### config.mk
export PLATFORM = sky130hd
export DESIGN_NAME = uram_read_requester
export DESIGN_NICKNAME = d
export VERILOG_FILES = /design/src/rtl/uram_read_requester.sv
export SDC_FILE = /design/constraint.sdc
export NUM_CORES = 1
export LEC_CHECK = 0
export CAP_MARGIN = 20
export CORE_MARGIN = 4
export CORE_UTILIZATION = 62
export DETAILED_ROUTE_END_ITERATION = 8
export PLACE_DENSITY = 0.92
export SYNTH_ARGS = -nofsm -noshare
export SYNTH_HDL_FRONTEND = slang
export SYNTH_SLANG_ARGS = --single-unit
### constraint.sdc
create_clock -name clk -period 10.88 [get_ports clk]
set_input_delay 2.176 -clock clk [delete_from_list [all_inputs] [get_ports clk]]
set_output_delay 2.176 -clock clk [all_outputs]
set_load 0.005 [all_outputs]
### src/rtl/uram_read_requester.sv
// uram_read_requester: read-side initiator for one pipelined UltraRAM port, with token tracking,
// a credit-protected response FIFO, and optional statistics counters enabled by URAM_READ_REQUESTER_STATS_EN.
module uram_read_requester #(
    parameter int AWIDTH     = 12,
    parameter int DWIDTH     = 72,
    parameter int NBPIPE     = 3,
    parameter int FIFO_DEPTH = 8
) (
    input  logic              clk,
    input  logic              rst,
    input  logic              req_valid,
    output logic              req_ready,
    input  logic [AWIDTH-1:0] req_addr,
    output logic              rsp_valid,
    input  logic              rsp_ready,
    output logic [DWIDTH-1:0] rsp_data,
    output logic              ram_en,
    output logic              ram_we,
    output logic [AWIDTH-1:0] ram_addr,
    input  logic [DWIDTH-1:0] ram_dout
`ifdef URAM_READ_REQUESTER_STATS_EN
    ,
    output logic [31:0]       stat_reads,
    output logic [31:0]       stat_stalls
`endif
);
    localparam int LAT = NBPIPE + 2;
    localparam int CW  = $clog2(FIFO_DEPTH + 1);
    localparam int PW  = $clog2(FIFO_DEPTH);

    if (FIFO_DEPTH < NBPIPE + 3) begin : g_depth_check
        $error("uram_read_requester: FIFO_DEPTH must be >= NBPIPE+3");
    end

    logic [LAT-1:0]    tok_q, tok_d;
    logic [CW-1:0]     fifo_cnt_q, fifo_cnt_d;
    logic [CW-1:0]     infl_cnt_q, infl_cnt_d;
    logic [PW-1:0]     wr_ptr_q, wr_ptr_d;
    logic [PW-1:0]     rd_ptr_q, rd_ptr_d;
    logic [DWIDTH-1:0] mem_q [FIFO_DEPTH];
    logic              fire, push, pop;

    // Handshake, credit check and RAM port drive; a pop gives no same-cycle credit
    always_comb begin
        req_ready = !rst && (({1'b0, fifo_cnt_q} + {1'b0, infl_cnt_q}) < (CW + 1)'(FIFO_DEPTH));
        fire      = req_valid && req_ready;
        push      = tok_q[LAT-1];
        rsp_valid = fifo_cnt_q != '0;
        pop       = rsp_valid && rsp_ready;
        rsp_data  = mem_q[rd_ptr_q];
        ram_en    = fire;
        ram_we    = 1'b0;
        ram_addr  = req_addr;
    end

    // Next state for the token pipe, occupancy counters and FIFO pointers
    always_comb begin
        tok_d      = {tok_q[LAT-2:0], fire};
        infl_cnt_d = (fire && !push) ? infl_cnt_q + 1'b1 :
                     (!fire && push) ? infl_cnt_q - 1'b1 : infl_cnt_q;
        fifo_cnt_d = (push && !pop) ? fifo_cnt_q + 1'b1 :
                     (!push && pop) ? fifo_cnt_q - 1'b1 : fifo_cnt_q;
        wr_ptr_d   = !push ? wr_ptr_q : (wr_ptr_q == PW'(FIFO_DEPTH - 1)) ? '0 : wr_ptr_q + 1'b1;
        rd_ptr_d   = !pop ? rd_ptr_q : (rd_ptr_q == PW'(FIFO_DEPTH - 1)) ? '0 : rd_ptr_q + 1'b1;
    end

    // Control state; reset drops all in-flight tokens so late RAM data is ignored
    always_ff @(posedge clk or posedge rst) begin
        if (rst) begin
            tok_q      <= '0;
            infl_cnt_q <= '0;
            fifo_cnt_q <= '0;
            wr_ptr_q   <= '0;
            rd_ptr_q   <= '0;
        end else begin
            tok_q      <= tok_d;
            infl_cnt_q <= infl_cnt_d;
            fifo_cnt_q <= fifo_cnt_d;
            wr_ptr_q   <= wr_ptr_d;
            rd_ptr_q   <= rd_ptr_d;
        end
    end

    // FIFO storage captures returning RAM words; contents need no reset
    always_ff @(posedge clk) begin
        if (push) mem_q[wr_ptr_q] <= ram_dout;
    end

    a_no_push_when_full: assert property (@(posedge clk) disable iff (rst)
        !(push && fifo_cnt_q == CW'(FIFO_DEPTH)));

`ifdef URAM_READ_REQUESTER_STATS_EN
    logic [31:0] stat_reads_q, stat_reads_d, stat_stalls_q, stat_stalls_d;

    // Saturating counters of accepted requests and stalled request cycles
    always_comb begin
        stat_reads_d  = (fire && stat_reads_q != '1) ? stat_reads_q + 1'b1 : stat_reads_q;
        stat_stalls_d = (req_valid && !req_ready && stat_stalls_q != '1) ? stat_stalls_q + 1'b1 : stat_stalls_q;
        stat_reads    = stat_reads_q;
        stat_stalls   = stat_stalls_q;
    end

    // Statistics registers
    always_ff @(posedge clk or posedge rst) begin
        if (rst) begin
            stat_reads_q  <= '0;
            stat_stalls_q <= '0;
        end else begin
            stat_reads_q  <= stat_reads_d;
            stat_stalls_q <= stat_stalls_d;
        end
    end
`endif
endmodule

# ---- After elaboration in Yosys (flattened, before gate mapping)
# Memory sizes are Yosys's and may differ from the RTL's.
# Index checks and enable logic that the tools add are counted.
dict set report totals {
  regBits 19
  mem_bits_rw 576
  out_inout_bits 88
  n_memories 1
  word_cells 38
}
# name depth width read_ports rd_ports_with_merged_regs wr line_no
set memory_table {}
lappend memory_table {mem_q 8 72 1 0 1 40} ;# logic [DWIDTH-1:0] mem_q [FIFO_DEPTH];
dict set report op_classes {
  addsub 7
  eq_ne 2
  mux 8
  reduce_logical 14
  order_cmp 1
}
# operator n
set op_table {}
lappend op_table {{2-to-1 mux 4 bit} 4}
lappend op_table {{adder 4 x 1 -> 4 bit (second input constant)} 2}
lappend op_table {{subtractor 4 x 1 -> 4 bit (second input constant)} 2}
lappend op_table {{logical AND 1 bit} 7}
lappend op_table {{adder 3 x 1 -> 3 bit (second input constant)} 2}
lappend op_table {{== test 3 bit (second input constant)} 2}
lappend op_table {{2-to-1 mux 3 bit} 2}
lappend op_table {{adder 4 x 4 -> 5 bit} 1}
lappend op_table {{less-than comparator 5 x 4 -> 1 bit (second input constant)} 1}
lappend op_table {{logical NOT 1 bit} 4}
lappend op_table {{nonzero test 2 bit} 2}
lappend op_table {{nonzero test 4 bit} 1}
lappend op_table {{2-to-1 mux 1 bit} 2}

# ---- Depth between registers and ports, before layout
dict set report depth {
  depth_word 8
  depth_mapped 10
}

# ---- Worst setup path after synthesis
# OpenSTA, ideal clock, no wires.
dict set report synth_path {
  path_kind {reg-to-reg}
  from {reg wr_ptr_q[0]}
  to {mem mem_q[0][0], enable pin}
  t_arrival_ns 5.479
  path_buffers 0
  period_less_slack_ns 6.070
  path_slack_ns 4.810
  setup_time_ns 0.590
  path_stages_with_launch 3
  cell_sequence {dfrtp_1 > nand2b_1 > nor3_1}
}
# item line_no
set synth_lines {}
lappend synth_lines {{from (decl)} 38} ;# logic [PW-1:0] wr_ptr_q, wr_ptr_d;
lappend synth_lines {{from (signal assigned)} 79} ;# wr_ptr_q <= wr_ptr_d;
lappend synth_lines {{to (decl)} 40}
# Straight into the memory's write port.

# ---- Final worst setup path
dict set report layout_path {
  from {reg rd_ptr_q[1]}
  to {out rsp_data[38]}
}
dict set report layout_between {
  elab_chain_len 1
}
# item line_no
set layout_rtl {}
lappend layout_rtl {{from (decl)} 39} ;# logic [PW-1:0] rd_ptr_q, rd_ptr_d;
lappend layout_rtl {{from (signal assigned)} 80} ;# rd_ptr_q <= rd_ptr_d;
lappend layout_rtl {{memory read (8 x 72 bit)} -}
lappend layout_rtl {{to (decl)} 16} ;# output logic [DWIDTH-1:0] rsp_data,
# Every way passes these cells.

==> reports/metrics.cfg <==
[pwr]
peakVddDrop_uv=195.9
power_leakage_nw=8.452
total_power_w=0.006636
power_density_mw_per_mm2=249.4

[floorplan]
row_count=70
core_area_mm2=0.03643
ios=176
die_height_um=199.9
die-width_um=199.9
dieArea_mm2=0.03995
start_util_pct=62.65

[placement]
port_buffers=150
place_hpwl_um=22940
gp_congestion=0.7015
dp.cells=1529

[logic_synthesis]
yosys.area.top_type=edfxtp_1
syn_inst=950
synthTopCellsByArea=edfxtp_1, mux4_2, mux2_2, dfrtp_1, ha_1
synth-edff-count=576
yosysUniqueCellTypes=33
synth.ff_latch_count=595
synth_top_area_share_pct=75.77
ys_seq_area_share_pct=77.86
synth_nets=1053
ys.flop_type=edfxtp_1
syn-cell-area_mm2=0.02283
yosysWarnings=0
synth-async-reset-ratio_pct=3.193
synth_area_per_cell_um2=24.03

[detailed_routing]
wl_per_cell_um=27.18
routed_wl_um=44440
vias=10210
ant_nets=0
drc=0
dr.first_iter.drc_count=948
drt-vias-per-instance=6.246
dr.pass1.iters=5

[clock_network]
cts_root_buf=clkbuf_16
clk_pin_slew_ps=60
cts_tree=done
clock_sinks=595
clock_latency_ps=580
postCtsSetupBuffers=0
cts-buffers-inserted=56
clk_path_buf_depth=3
ctsHtreeMaxLevel=2
cts_hold_buf=0
cts_resized=0

[cells_and_area]
fill_cells=1948
nets=1224
syn2layout_area_growth_pct=16.59
final_cell_count_no_fill=1635
drive_gt1_share_pct=28.39

[setup_path]
cp_max_fo=57
cp.required_ps=8700
arrival_ps=4150
start_kind=flop
worstSetupPathType=reg -> out
rr_worst_depth=10
crit_path_end_kind=output pin

[global_routing]
grt_pass1_vias=10990
antenna_found_initial=2
grtUsageTotal_pct=22.87
grt.overflow.total=0
grt_max_degree=60
grt_pass1_wl_um=67900

[timing]
hold_viol_final=0
tns_ps=0
tightest_slew_ps=1068
setup_viol=0
min_period_ps=6323
slew_viol_final=0
rsz0062_at_grt=no
worst_hold_slack_ps=351.5
fin_skew_ps=19.81
slew-limit-headroom_pct=28.60
fmax_mhz=158.2
finalCritPeriodShare_pct=58.11

[job]
cap_violations=0

[outcome]
outcome=finished, final reports clean

[worst_hold_path]
hold_path_depth=0
hold_class=reg -> reg

-- layer usage --
| layer | share of wire [%] | wire length, um | track usage [%] | up-vias |
|---|---|---|---|---|
| li1 | - | - | - | 4360 |
| met1 | 38 | 17000 | 31.27 | 5379 |
| met2 | 53 | 23530 | 39.24 | 411 |
| met3 | 6.9 | 3067 | 4.616 | 60 |
| met4 | 1.9 | 839 | 5.157 | 2 |
| met5 | 0.025 | 11 | 0 | - |
-- worst max-delay path, cell delays in order (launching register included) --
cell             delay (ps)
dfrtp_4                 980
buf_4                   630
buf_4                   680
mux4_2                  430
mux2_2                  300
clkdlybuf4s50_1         480
-- power by group --
group          internal (W)  total, W  switching (W)
Sequential          0.00265   0.00281       0.000162
Combinational       0.00115   0.00190       0.000753
Clock               0.00112   0.00193       0.000803
-- flip-flops by register name, summed over array words and instances (netlist names) --
name and cells:
rd_ptr_q 3, fifo_cnt_q 4, tok_q 5, infl_cnt_q 4
mem_q 576, wr_ptr_q 3
-- final cells by class --
| type | count | area [um^2] | share of cell area [%] |
|---|---|---|---|
| Tap cell | 468 | 585.6 | 2.200 |
| Timing Repair Buffer | 168 | 1677 | 6.300 |
| Clock buffer | 66 | 1460 | 5.487 |
| Clock inverter | 37 | 360.3 | 1.354 |
| Inverter | 5 | 18.77 | 0.07052 |
| Multi-Input combinational cell | 295 | 4726 | 17.76 |
| Antenna cell | 1 | 2.502 | 0.009403 |
| Sequential cell | 595 | 17780 | 66.82 |
-- Yosys cell counts (3+ instances only) --
master and n:
nand3b_1 3, nand3_1 3, nor2_1 7, buf_4 18, mux2_2 78, o21ai_0 3
nor3_1 3, or3_1 4, buf_1 7, xnor2_1 4, a21oi_1 4, inv_1 5
mux4_2 144, buf_2 7, or4_1 4, ha_1 13, nand2_1 9, clkbuf_1 12
buf_6 11, edfxtp_1 576, dfrtp_1 19
-- stage by stage --
step	setup slack, ps	instance area, um^2	util (%)
floorplan	4810	22830	-
global placement	4770	24740	67.89
CTS	4516	26560	72.88
finish	4557	26610	73.04
detailed placement	4752	24740	67.89
global route	4367	26610	73.04
-- worst paths after layout --
kind                               start  slack (ps)             to
max                          rd_ptr_q[1]        4560   rsp_data[38]
min                             tok_q[1]         350       tok_q[2]
max reg2reg                fifo_cnt_q[3]        7610  infl_cnt_q[3]
min reg2reg                     tok_q[1]         350       tok_q[2]
max in group asynchronous            rst        8190    rd_ptr_q[0]
min in group asynchronous            rst        2110       tok_q[0]
-- cells in the final DEF (no fill, tap or decap), drive strengths merged, types with 3 or more instances in the layout --
cell	count
dfrtp	19
o21ai	3
clkinv	25
buf	18
ha	13
nor3	3
mux4	144
edfxtp	576
nand3b	3
clkbuf	66
or4	4
inv	7
nand2	9
nor2	7
bufinv	7
clkdlybuf4s50	150
mux2	78
a21oi	4
clkinvlp	3
or3	4
nand3	3
xnor2	4
-- kinds of logic after synthesis --
| family | share of synthesized area, % |
|---|---|
| and+or+nand+nor | 0.8167 |
| muxes | 18.14 |
| buffers and inverters | 1.683 |
| other | 0.01643 |
| AOI/OAI and AO/OA | 0.4440 |
| xor gates and xnor gates | 0.1535 |
| adders and majority gates | 0.8880 |
| DFF | 77.86 |
Power figures use the tool's default switching activity.
